===== src/rtl/idft_sched_pkg.sv =====
// Shared types and constants for the IDFT frame scheduler.
package idft_sched_pkg;

  localparam int BEAT_W = 64;

  typedef enum logic [1:0] {
    LOCKED,
    FILL,
    PRIME,
    FEED
  } idft_sched_state_t;

endpackage


===== src/rtl/idft_frame_buf.sv =====
// Single-clock frame buffer: beats are written in arrival order at 'count'
// and read back by index.
module idft_frame_buf
  import idft_sched_pkg::*;
#(
  parameter int DEPTH = 16,
  parameter int CW    = $clog2(DEPTH + 1),
  parameter int AW    = $clog2(DEPTH)
) (
  input  logic              clk,
  input  logic              reset,
  input  logic              clr,
  input  logic              wr_en,
  input  logic [BEAT_W-1:0] wr_data,
  input  logic [AW-1:0]     rd_addr,
  output logic [BEAT_W-1:0] rd_data,
  output logic [CW-1:0]     count
);

  logic [BEAT_W-1:0] mem [DEPTH];
  logic              do_wr;

  assign do_wr = wr_en && !clr && (count < CW'(DEPTH));

  // NOTE: the storage array has no reset; 'count' says which entries are
  // meaningful, and resetting a RAM would stop it mapping to memory cells.
  always_ff @(posedge clk) begin
    if (do_wr) mem[count[AW-1:0]] <= wr_data;
  end

  always_ff @(posedge clk or posedge reset) begin
    if (reset)      count <= '0;
    else if (clr)   count <= '0;
    else if (do_wr) count <= count + CW'(1);
  end

  assign rd_data = mem[rd_addr];

endmodule


===== src/rtl/idft_frame_sched.sv =====
// Frame scheduler around an IDFT core: buffers a frame, primes and feeds the
// core, forwards results. Define IDFT_SCHED_STATS_EN for frames_in/frames_out.
module idft_frame_sched
  import idft_sched_pkg::*;
#(
  parameter int FRAME_BEATS  = 16,
  parameter int MAX_INFLIGHT = 2
) (
  input  logic              clk,
  input  logic              reset,
  input  logic              key_valid,
  input  logic              in_valid,
  output logic              in_ready,
  input  logic [BEAT_W-1:0] in_data,
  output logic              core_next,
  output logic [BEAT_W-1:0] core_x,
  input  logic              core_next_out,
  input  logic [BEAT_W-1:0] core_y,
  output logic              out_valid,
  output logic [BEAT_W-1:0] out_data,
  output logic              out_last,
  output logic              err_drop
`ifdef IDFT_SCHED_STATS_EN
  ,
  output logic [31:0]       frames_in,
  output logic [31:0]       frames_out
`endif
);

  localparam int CW = $clog2(FRAME_BEATS + 1);
  localparam int AW = $clog2(FRAME_BEATS);
  localparam int IW = $clog2(MAX_INFLIGHT + 1);

  idft_sched_state_t state;
  logic [CW-1:0]     buf_cnt;
  logic [CW-1:0]     feed_cnt;
  logic [BEAT_W-1:0] buf_rd_data;
  logic              buf_clr;
  logic              feed_done;
  logic [IW-1:0]     inflight;
  logic              ret_accept;
  logic              rx_act;
  logic              rx_drop;
  logic [CW-1:0]     rx_cnt;

  assign in_ready   = (state == FILL) && key_valid && (buf_cnt < CW'(FRAME_BEATS));
  assign feed_done  = (state == FEED) && (feed_cnt == CW'(FRAME_BEATS));
  assign buf_clr    = !key_valid || feed_done;
  assign ret_accept = core_next_out && (inflight != '0);

  idft_frame_buf #(.DEPTH(FRAME_BEATS)) u_buf (
    .clk     (clk),
    .reset   (reset),
    .clr     (buf_clr),
    .wr_en   (in_valid && in_ready),
    .wr_data (in_data),
    .rd_addr (feed_cnt[AW-1:0]),
    .rd_data (buf_rd_data),
    .count   (buf_cnt)
  );

  // NOTE: all state registers use non-blocking assignments so every block
  // sees pre-edge values, independent of evaluation order.
  always_ff @(posedge clk or posedge reset) begin
    if (reset) begin
      state     <= LOCKED;
      core_next <= 1'b0;
      core_x    <= '0;
      feed_cnt  <= '0;
    end else if (!key_valid) begin
      state     <= LOCKED;
      core_next <= 1'b0;
      core_x    <= '0;
      feed_cnt  <= '0;
    end else begin
      case (state)
        LOCKED: state <= FILL;
        FILL: begin
          if (buf_cnt == CW'(FRAME_BEATS) && inflight < IW'(MAX_INFLIGHT)) begin
            state     <= PRIME;
            core_next <= 1'b1;
          end
        end
        PRIME: begin
          state     <= FEED;
          core_next <= 1'b0;
          core_x    <= buf_rd_data;
          feed_cnt  <= CW'(1);
        end
        FEED: begin
          if (feed_done) begin
            state    <= FILL;
            core_x   <= '0;
            feed_cnt <= '0;
          end else begin
            core_x   <= buf_rd_data;
            feed_cnt <= feed_cnt + CW'(1);
          end
        end
        default: state <= LOCKED;
      endcase
    end
  end

  // core_next marks the cycle a frame is committed to the core.
  always_ff @(posedge clk or posedge reset) begin
    if (reset) begin
      inflight <= '0;
    end else if (core_next && !ret_accept) begin
      inflight <= inflight + IW'(1);
    end else if (ret_accept && !core_next) begin
      inflight <= inflight - IW'(1);
    end
  end

  // A frame whose key vanished is swallowed whole, with one err_drop pulse.
  always_ff @(posedge clk or posedge reset) begin
    if (reset) begin
      rx_act    <= 1'b0;
      rx_drop   <= 1'b0;
      rx_cnt    <= '0;
      out_valid <= 1'b0;
      out_data  <= '0;
      out_last  <= 1'b0;
      err_drop  <= 1'b0;
    end else begin
      out_valid <= 1'b0;
      out_data  <= '0;
      out_last  <= 1'b0;
      err_drop  <= 1'b0;
      if (rx_act) begin
        if (rx_drop || !key_valid) begin
          err_drop <= !rx_drop;
          rx_drop  <= 1'b1;
        end else begin
          out_valid <= 1'b1;
          out_data  <= core_y;
          out_last  <= (rx_cnt == CW'(FRAME_BEATS - 1));
        end
        if (rx_cnt == CW'(FRAME_BEATS - 1)) rx_act <= 1'b0;
        else                                rx_cnt <= rx_cnt + CW'(1);
      end
      if (ret_accept) begin
        rx_act   <= 1'b1;
        rx_cnt   <= '0;
        rx_drop  <= !key_valid;
        err_drop <= !key_valid;
      end
    end
  end

`ifdef IDFT_SCHED_STATS_EN
  always_ff @(posedge clk or posedge reset) begin
    if (reset) begin
      frames_in  <= '0;
      frames_out <= '0;
    end else begin
      if (core_next && frames_in != '1)  frames_in  <= frames_in + 32'd1;
      if (out_last && frames_out != '1)  frames_out <= frames_out + 32'd1;
    end
  end
`endif

endmodule


===== config.mk =====
export PLATFORM = sky130hd
export DESIGN_NAME = idft_frame_sched
export DESIGN_NICKNAME = d
export VERILOG_FILES = /design/src/rtl/idft_sched_pkg.sv /design/src/rtl/idft_frame_buf.sv /design/src/rtl/idft_frame_sched.sv
export SDC_FILE = /design/constraint.sdc
export NUM_CORES = 1
export LEC_CHECK = 0
export CAP_MARGIN = 20
export CELL_PAD_IN_SITES_DETAIL_PLACEMENT = 0
export CELL_PAD_IN_SITES_GLOBAL_PLACEMENT = 1
export CORE_UTILIZATION = 45
export CTS_CLUSTER_SIZE = 12
export DETAILED_ROUTE_END_ITERATION = 7
export PLACE_DENSITY = 0.8
export SLEW_MARGIN = 10
export SYNTH_ARGS = -nofsm -noshare
export SYNTH_HDL_FRONTEND = slang
export SYNTH_SLANG_ARGS = --single-unit

===== constraint.sdc =====
create_clock -name clk -period 11.5 [get_ports clk]
set_clock_uncertainty 0.15 [all_clocks]
set_input_delay 2.875 -clock clk [delete_from_list [all_inputs] [get_ports clk]]
set_output_delay 2.875 -clock clk [all_outputs]
set_load 0.1 [all_outputs]

Word level (Yosys, flattened, before mapping)
Memories as Yosys holds them, arrays and structs flattened.
Index checks and enable logic that the tools add are counted.
{"block": "totals", "ff_bits": 153, "ram_bits": 1024, "input_bits": 133, "out_inout_bits": 133, "wordCells": 96, "memories": 1}
{"block": "op_classes", "addsub": 5, "n_lt_le_gt_ge": 2, "n_eq_ne": 11, "mux": 37, "n_reduce_logical": 27}
{"memory": "u_buf.mem", "words": 16, "width": 64, "rd": 1, "rd_ports_with_merged_regs": 0, "wr": 1, "line": "idft_frame_buf.sv:20", "source": "logic [BEAT_W-1:0] mem [DEPTH];"}
{"cell": "64-bit 2-to-1 mux", "count": 4}
{"cell": "64-bit case mux with 2 select lines", "count": 1}
{"cell": "5-bit 2-to-1 mux", "count": 7}
{"cell": "1-bit 2-to-1 mux", "count": 17}
{"cell": "5-bit by 1-bit adder with 5-bit output, second input constant", "count": 3}
{"cell": "5-bit equality test, second input constant", "count": 2}
{"cell": "1-bit logical AND", "count": 10}
{"cell": "2-bit 2-to-1 mux", "count": 5}
{"cell": "5-bit case mux with 2 select lines", "count": 1}
{"cell": "2-bit nonzero test", "count": 5}
{"cell": "2-bit case mux with 4 select lines", "count": 1}
{"cell": "2-bit AND reduction", "count": 4}
{"cell": "3-bit by 1-bit != test with 1-bit output, second input constant", "count": 2}
{"cell": "5-bit by 4-bit equality test with 1-bit output, second input constant", "count": 1}
{"cell": "1-bit logical NOT", "count": 5}
{"cell": "5-bit less-than comparator, second input constant", "count": 1}
{"cell": "2-bit equality test, second input constant", "count": 2}
{"cell": "3-bit by 2-bit != test with 1-bit output, second input constant", "count": 1}
{"cell": "3-bit != test, second input constant", "count": 1}
{"cell": "2-bit by 1-bit adder with 2-bit output, second input constant", "count": 1}
{"cell": "2-bit by 1-bit equality test with 1-bit output, second input constant", "count": 1}
{"cell": "2-bit logical NOT", "count": 1}
{"cell": "1-bit logical OR", "count": 2}
{"cell": "2-bit less-than comparator, second input constant", "count": 1}
{"cell": "other kinds (3)", "count": 3}

Depth between registers and ports, before layout
Gate-level depths: netlist of the first run.
{"block": "depth", "ltp_word": 8, "depth_mapped": 10}

Modules after synthesis
A second synthesis of the first run with hierarchy kept.
{"block": "hier_totals", "cells_unflattened": 2130, "hier_area_um2": 44173.6}
{"mod": "idft_frame_buf", "n_inst": 1, "cells_each": 1614, "area_each_um2": 38579.5, "seq_area_each_um2": 30874.6}
{"mod": "idft_frame_sched", "n_inst": 1, "cells_each": 516, "area_each_um2": 5594.1, "seq_area_each_um2": 3703.6}

Least setup slack after synthesis of the first run
OpenSTA, ideal clock, no wires.
{"block": "synth_path", "kind": "input to output", "from": "input key_valid", "to": "output in_ready", "t_arrival_ns": 4.340, "t_required_ns": 8.475, "setup_slack_ns": 4.135, "cell_stages": 3, "path_cell_list": "buf_2 > nand2_1 > nor2_1"}
{"block": "synth_via", "elab_chain_len": 2}
{"element": "from (decl)", "line": "idft_frame_sched.sv:11", "source": "input logic key_valid,"}
{"element": "1-bit logical AND (2 in series)", "line": "idft_frame_sched.sv:46", "source": "assign in_ready = (state == FILL) && key_valid && (buf_cnt < CW'(FRAME_BEATS));"}
{"element": "to (decl)", "line": "idft_frame_sched.sv:13", "source": "output logic in_ready,"}
Every way passes these cells.

Worst setup path in the final report of the first run
Ends and elaborated chain as after synthesis.

==> results of run 1 <==
flip-flops by register name, indices dropped and copies added (netlist names):
register,cells
out_last,1
feed_cnt,5
out_data,64
rx_act,1
rx_cnt,5
out_valid,1
core_next,1
u_buf.mem,1024
rx_drop,1
u_buf.count,5
err_drop,1
core_x,64
inflight,2
state,2
cell type report:
type / instances / area, um^2 / share of cell area (%)
clock buffers: 189 / 3310 / 6.35
clock inverters: 18 / 156 / 0.300
inverters: 11 / 46.3 / 0.0888
multi-input cells: 819 / 9310 / 17.9
flip-flops and latches: 1177 / 34600 / 66.4
well taps: 1276 / 1600 / 3.06
repair buffers: 306 / 3120 / 5.99
cells by family after synthesis:
| family | count (synthesis) | synth area share (%) |
|---|---|---|
| AO/OA/AOI/OAI | 83 | 1.74 |
| buffers and inverters | 122 | 1.51 |
| XOR/XNOR | 9 | 0.178 |
| adder cells (fa/ha/maj) | 13 | 0.366 |
| flip-flops | 1177 | 77.9 |
| AND/OR/NAND/NOR | 391 | 3.85 |
| multiplexers | 323 | 14.5 |
metal layers:
metal,global-route usage (%),vias up,wire length [um]
li1,-,9122,-
met1,25.3,11400,38200
met2,32.9,785,48400
met3,3.46,132,6210
met4,4.61,10,1630
met5,0,-,62
Yosys cell counts, drive strengths merged, types with 3 or more instances:
cell type	count	area, um^2
a21oi	7	35.0
a221o	64	641
and2	66	413
buf	84	527
clkbuf	27	101
dfrtp	153	3830
edfxtp	1024	30700
ha	13	163
inv	11	41.3
mux2i	67	671
mux4	256	5770
nand2	11	41.3
nand2b	6	37.5
nand3	8	40.0
nor2	287	1080
xnor2	3	26.3
xor2	6	52.6
per-stage QoR:
step | power [uW] | hold WS [ns] | utilization (%) | cells | setup slack (ns)
3_3_place_gp | 6350 | 0.303 | 49.8 | 3580 | 3.42
3_5_place_dp | 6370 | 0.321 | 49.9 | 3584 | 3.44
2_1_floorplan | 5950 | 0.287 | - | 2118 | 4.13
4_1_cts | 9840 | 0.336 | 53.4 | 3791 | 3.43
5_1_grt | 10100 | 0.346 | 53.6 | 3796 | 3.41
6_report | 9750 | 0.337 | 53.6 | 3796 | 3.49
worst max-delay path: cells and delay by family:
family	cells	cell delay (ns)
buf+inv	2	1.87
simple gates	2	0.23
layout by cell type (no fill, tap or decap), drive strengths merged, types with 2 or more instances in the layout:
master | synthesis | layout
a21oi | 7 | 7
inv | 11 | 13
a221o | 64 | 64
ha | 13 | 13
xnor2 | 3 | 3
edfxtp | 1024 | 1024
a21o | 2 | 2
nor2b | 2 | 2
mux2i | 67 | 67
nand4 | 2 | 2
nand2 | 11 | 11
or2 | 2 | 2
o21a | 2 | 2
dfrtp | 153 | 153
mux4 | 256 | 256
nor2 | 287 | 287
xor2 | 6 | 6
clkdlybuf4s50 | 0 | 265
or3 | 2 | 2
nand3 | 8 | 8
and2 | 66 | 66
clkinv | 0 | 14
buf | 84 | 41
clkbuf | 27 | 189
nand2b | 6 | 6
worst max-delay path by stage:
| stage | from | to | slack [ns] | cells past startpoint |
|---|---|---|---|---|
| after detailed placement | key_valid | in_ready | 3.44 | 4 |
| after CTS | key_valid | in_ready | 3.43 | 4 |
| after global placement | key_valid | in_ready | 3.42 | 4 |
| final | key_valid | in_ready | 3.49 | 4 |
| after global routing | key_valid | in_ready | 3.41 | 4 |
| after floorplan | key_valid | in_ready | 4.13 | 3 |
where the power goes:
part | internal [uW] | switching [uW]
clock network | 1970 | 1510
registers | 4740 | 94.1
logic | 463 | 971
total | 7180 | 2570
==> impl_metrics.yaml, run 1 <==
sta:
  max_freq_ghz: 0.125
  post-route-period-util_pct: 69.6
  min_period_ns: 8.01
  drv_slew: 0
  fin_setup_tns_ns: 0
  tightest_slew_ns: 1.16
  finalHoldViolCount: 0
  finalSetupViolCount: 0
  relSlewSlack_pct: 22.8
  rsz0062_at_grt: "no"
clocking:
  cts_setup_buffers: 0
  numCtsBuffers: 115
  cts-root-buf: "clkbuf_16"
  htree_num_levels: 3
  cts_resized: 0
  ctsHoldBuffers: 0
  clockBufferDepth: 3
  clk_latency_ns: 0.69
  cts_tree: "built"
  cts.sinks: 1177
  clkTransAtPathRegs_ns: 0.06
floorplanning:
  floorplan.initialDensity_pct: 45.7
  num_io_pins: 266
  die_area_um2: 99900
  die_w_um: 316
  core_area_um2: 97300
  rows: 114
  die_y_um: 316
synthesis:
  ys_seq_area_share_pct: 77.9
  synth_area_um2: 44400
  syn_inst: 2118
  ys_ff_latch: 1177
  yosys.cell_types.count: 39
  synth_ff_type: "edfxtp_1"
  synth_nets: 2264
  ys_async_sr_fraction_pct: 13.0
  yosys_warnings: 0
  synth-edff-count: 1024
  syn_area_per_cell_um2: 21.0
finish:
  area_growth_pct: 17.4
  fillers: 7330
  insertedDiodeCount: 0
  design_area_um2: 52100
  layout.nets: 2576
  drive_gt1_share_pct: 18.4
critical_path:
  cp_common_cell: "clkdlybuf4s50_1"
  cp_data_arrival_time_ns: 4.98
  crit_required_ns: 8.48
  r2r-end: "u_buf.mem[12][49]"
  cpPeakStageDelay_ns: 1.14
  r2r_cells: 5
  r2r-start: "feed_cnt[3]"
  critical_path_class: "input port to output port"
  worstPathCellList: "clkdlybuf4s50_1 -> nand2_1 -> nor2_1 -> clkdlybuf4s50_1"
  crit_path_end_kind: "output port"
  slowest_stage: "clkdlybuf4s50_1"
  cp_max_fo: 10
  startpoint_type: "input port"
  reg2reg_setup_slack_ns: 6.97
drt:
  dr.pass1.iters: 5
  wl_per_cell_um: 24.9
  drt-initial-drc-count: 1849
  via_per_inst: 5.64
  drc: 0
  wirelength_mm: 94.5
  ant_nets: 0
  num_vias: 21400
global_routing:
  grt_pass1_vias: 22700
  grt_pass1_wl_mm: 142
  antenna_found_initial: 6
  grt_overflow: 0
  grt_usage_pct: 19.1
  grt_max_degree: 127
place:
  gp_congestion: 0.711
  place_area_um2: 48500
  dpl.hpwl_mm: 50.7
  port_buffers: 265
status:
  outcome: "completed"
pwr:
  cellPowerDensity_nw_per_um2: 187
  leakage_uw: 0.0168
  ir_drop_mv: 0.163
worst_hold_path:
  worstHoldStart: "rx_drop"
  hold_path_depth: 2
  min_to: "rx_drop"
  hold_class: "register to register"
job:
  timing.max_cap.violations: 0
No activity file was read; power rests on OpenSTA's default activity.
==> run 2: changes to the inputs <==
- PLACE_DENSITY: 0.8 -> 0.83
- clock period: 11.5 -> 6.8 ns (I/O delays scaled with it)
==> run 2 against run 1 <==
Flip-flop and latch count did not move; wire length up 2.9%; non-clock buffer count grew 3; first-iteration DRC count is 21% higher; highest routed layer unchanged; critical path depth is 1 higher; power rose by 72%; largest power group unchanged.
==> impl_metrics.yaml, run 2 (synthesis gave the netlist of run 1 again) <==
sta:
  rsz0062_at_grt: "no"
  post-route-period-util_pct: 69.1
  fin_ws_ns: 2.10
  finalSetupViolCount: 0
  drv_slew: 0
  max_freq_ghz: 0.213
  min_period_ns: 4.70
  fin_setup_tns_ns: 0
  finalHoldViolCount: 0
  tightest_slew_ns: 1.15
  relSlewSlack_pct: 23.6
floorplanning:
  die_area_um2: 99900
  num_io_pins: 266
  die_y_um: 316
  floorplan.initialDensity_pct: 45.7
  die_w_um: 316
  core_area_um2: 97300
  rows: 114
clocking:
  cts_tree: "built"
  numCtsBuffers: 116
  clockBufferDepth: 3
  cts-root-buf: "clkbuf_16"
  htree_num_levels: 3
  cts_setup_buffers: 0
  ctsHoldBuffers: 0
  clkTransAtPathRegs_ns: 0.06
  clk_latency_ns: 0.71
  cts_resized: 0
  cts.sinks: 1177
pwr:
  cellPowerDensity_nw_per_um2: 320
  ir_drop_mv: 0.235
  p_total_uw: 16800
  leakage_uw: 0.0169
global_routing:
  grt_pass1_vias: 22900
  grt_usage_pct: 19.6
  grt_max_degree: 70
  grt_overflow: 0
  antenna_found_initial: 4
  grt_pass1_wl_mm: 144
drt:
  ant_nets: 0
  via_per_inst: 5.65
  wl_per_cell_um: 25.5
  drt-initial-drc-count: 2243
  dr.pass1.iters: 8
  num_vias: 21500
  drc: 0
  wirelength_mm: 97.3
critical_path:
  critical_path_class: "input port to output port"
  crit_path_end_kind: "output port"
  cp_data_arrival_time_ns: 2.85
  startpoint_type: "input port"
  crit_required_ns: 4.95
  cp_max_fo: 10
finish:
  largest_reg_flops: 1024
  drive_gt1_share_pct: 18.7
  layout.nets: 2580
  final_common_cell: "edfxtp_1"
  mostFrequentLayoutCells: "edfxtp_1 (1024), nor2_1 (270), clkdlybuf4s50_1 (264), mux4_2 (256), dfrtp_1 (150)"
  area_growth_pct: 17.8
place:
  dp_slack_ns: 1.52
  gp_congestion: 0.742
  dpl.hpwl_mm: 55.8
  port_buffers: 265
worst_hold_path:
  hold_class: "register to register"
job:
  timing.max_cap.violations: 0
status:
  outcome: "completed"
==> run 2: cell count changes in the layout (fill, tap and decap cells not counted), sizes merged <==
| cell | delta |
|---|---|
| diode | +3 |
| clkdlybuf4s50 | -1 |
| buf | +4 |
| clkinv | +3 |
| clkbuf | +9 |
| bufinv | +1 |
==> run 2: per-stage QoR <==
| step | hold slack [ns] | cell area [um^2] | std cells | util (%) |
|---|---|---|---|---|
| final | 0.330 | 52300 | 3815 | 53.8 |
| after detailed placement | 0.308 | 48600 | 3591 | 50.0 |
| after global routing | 0.340 | 52300 | 3813 | 53.8 |
| after CTS | 0.326 | 52300 | 3811 | 53.7 |
| after floorplan | 0.287 | 44400 | 2118 | - |
| after global placement | 0.307 | 48600 | 3590 | 50.0 |
==> run 2: area by class of cell <==
| cell class | instances | area (um^2) |
|---|---|---|
| clock inverters | 22 | 267 |
| diodes | 3 | 7.51 |
| inverters | 11 | 47.5 |
| flip-flops and latches | 1177 | 34600 |
| repair buffers | 309 | 3130 |
| clock buffers | 198 | 3350 |
| fillers | 7229 | 45000 |
| multi-input cells | 819 | 9300 |
| well taps | 1276 | 1600 |
==> run 2: critical path, cell delays in order <==
cell and delay (ns):
clkdlybuf4s50_1 0.47, buf_4 0.19, nand2_1 0.07, nor2_1 0.11, buf_4 0.30
==> run 2: where the power goes <==
group	internal [uW]	switching, uW	leakage, uW
Clock	3430	2650	0.00174
Sequential	8020	171	0.0113
Combinational	794	1680	0.00390
==> run 2: path summary, 6_finish.rpt <==
kind / depth (start not counted) / startpoint / slack (ns) / end
worst max-delay path: 5 / key_valid / 2.10 / in_ready
worst min-delay path: 2 / rx_drop / 0.33 / rx_drop
worst max register to register: 6 / feed_cnt[1] / 2.60 / u_buf.mem[5][5]
worst min register to register: 2 / rx_drop / 0.33 / rx_drop
max in group asynchronous: 3 / reset / 3.90 / feed_cnt[1]
min in group asynchronous: 2 / reset / 1.32 / out_data[0]
==> run 2: per-layer routing <==
layer | vias to the layer above | global-route usage, % | share of wire (%)
met5 | - | 0 | 0.034
met2 | 797 | 33.9 | 52
met4 | 4 | 4.70 | 1.7
met1 | 11500 | 25.5 | 39
met3 | 126 | 3.73 | 6.7
li1 | 9142 | - | -
==> run 3: changes to the inputs <==
- PLACE_DENSITY: 0.83 -> 0.8
- clock period: 6.8 -> 4.9 ns (I/O delays scaled with it)
==> run 3 against run 2 <==
Critical endpoint unchanged; worst hold slack lost 0.010 ns; largest power group unchanged; setup slack lost 1.0 ns; critical path type unchanged; clock power grew 41%; sequential share of layout area shrank 0.37 points; global-route usage shrank 0.13 points; power grew 39%; flip-flop and latch count is the same; wire length shrank 1.4%; via count is essentially flat.
==> impl_metrics.yaml, run 3 (synthesis gave the netlist of run 1 again) <==
sta:
  drv_slew: 0
  fin_setup_tns_ns: 0
  max_freq_ghz: 0.261
  finalHoldViolCount: 0
  post-route-period-util_pct: 78.2
  relSlewSlack_pct: 26.3
  finalSetupViolCount: 0
  fin_ws_ns: 1.07
  tightest_slew_ns: 1.11
  min_period_ns: 3.83
  rsz0062_at_grt: "no"
finish:
  mostFrequentLayoutCells: "edfxtp_1 (1024), nor2_1 (270), clkdlybuf4s50_1 (264), mux4_2 (256), dfrtp_1 (150)"
  fillers: 7219
  area_growth_pct: 18.4
  final_common_cell: "edfxtp_1"
  drive_gt1_share_pct: 19.1
  layout.nets: 2588
  largest_reg_flops: 1024
  fin_util_pct: 54.1
worst_hold_path:
  min_to: "rx_drop"
  hold_path_depth: 2
  hold_class: "register to register"
  worstHoldStart: "rx_drop"
floorplanning:
  num_io_pins: 266
  floorplan.initialDensity_pct: 45.7
  rows: 114
  core_area_um2: 97300
  die_y_um: 316
  die_area_um2: 99900
  die_w_um: 316
critical_path:
  r2r-start: "state[1]"
  crit_path_end_kind: "output port"
  cp_data_arrival_time_ns: 2.46
  cp_max_fo: 9
  r2r_cells: 6
  critical_path_class: "input port to output port"
  startpoint_type: "input port"
  reg2reg_setup_slack_ns: 1.74
  crit_required_ns: 3.52
  r2r-end: "u_buf.mem[7][6]"
clocking:
  cts_setup_buffers: 0
  numCtsBuffers: 117
  htree_num_levels: 3
  ctsHoldBuffers: 0
  cts_tree: "built"
  cts.sinks: 1177
  clockBufferDepth: 3
  clkTransAtPathRegs_ns: 0.05
  clk_latency_ns: 0.69
  cts_resized: 0
  cts-root-buf: "clkbuf_16"
place:
  port_buffers: 265
  gp_congestion: 0.751
  dp_slack_ns: 0.718
  dpl.hpwl_mm: 54.3
pwr:
  cellPowerDensity_nw_per_um2: 444
  leakage_uw: 0.0170
  ir_drop_mv: 0.390
drt:
  wl_per_cell_um: 25.1
  via_per_inst: 5.64
  drt-initial-drc-count: 1845
  ant_nets: 0
  wirelength_mm: 95.9
  num_vias: 21500
  drc: 0
  dr.pass1.iters: 5
status:
  outcome: "completed"
job:
  timing.max_cap.violations: 0
global_routing:
  grt_pass1_wl_mm: 144
  grt_overflow: 0
  grt_usage_pct: 19.4
  grt_pass1_vias: 22600
  antenna_found_initial: 2
  grt_max_degree: 138
==> run 3: cell types whose count changed in the layout (fill, tap and decap cells not counted), sizes merged <==
cell / previous run / this run
bufinv: 2 / 4
buf: 45 / 52
clkbuf: 198 / 194
diode: 3 / 1
clkinvlp: 1 / 2
clkinv: 17 / 21
==> run 3: per-layer routing <==
metal | track usage [%] | vias to the layer above | part of all wire, % | wire length (um)
li1 | - | 9161 | - | -
met1 | 25.5 | 11500 | 40 | 38400
met2 | 34.0 | 730 | 52 | 50200
met3 | 3.22 | 118 | 5.9 | 5620
met4 | 4.48 | 0 | 1.7 | 1610
met5 | 0 | - | 0 | 0
==> run 3: worst max-delay path, stage by stage <==
cell,delay [ns]
clkdlybuf4s50_1,0.51
buf_4,0.18
nand2_1,0.06
nor2_1,0.15
buf_4,0.32
==> run 3: power breakdown <==
part           switching, uW  internal [uW]
clock                   3690           4880
combinational           2360           1100
sequential               171          11100
==> run 3: cell type report <==
class	instances	area (um^2)	share of cell area (%)
diodes	1	2.50	0.00476
repair buffers	316	3350	6.36
clock inverters	29	365	0.695
multi-input cells	819	9300	17.7
flip-flops and latches	1177	34600	65.8
clock buffers	194	3340	6.35
well taps	1276	1600	3.04
inverters	11	45.0	0.0857
==> run 3: worst max-delay path by stage <==
stage	slack, ns	end	cells past startpoint	startpoint
2_1_floorplan	-0.48	u_buf.mem[15][0]	5	key_valid
3_3_place_gp	0.78	u_buf.mem[7][63]	6	key_valid
3_5_place_dp	0.72	u_buf.mem[7][63]	6	key_valid
4_1_cts	1.04	in_ready	5	key_valid
5_1_grt	1.01	in_ready	5	key_valid
6_report	1.07	in_ready	5	key_valid
==> run 3: through the flow <==
stage	cell area, um^2	cells	hold slack (ns)	total power (uW)
after floorplan	44400	2118	0.287	14000
after global placement	48900	3599	0.299	15000
after detailed placement	48900	3599	0.308	15000
after CTS	52600	3822	0.323	23500
after global routing	52600	3823	0.379	24100
final	52600	3823	0.320	23300
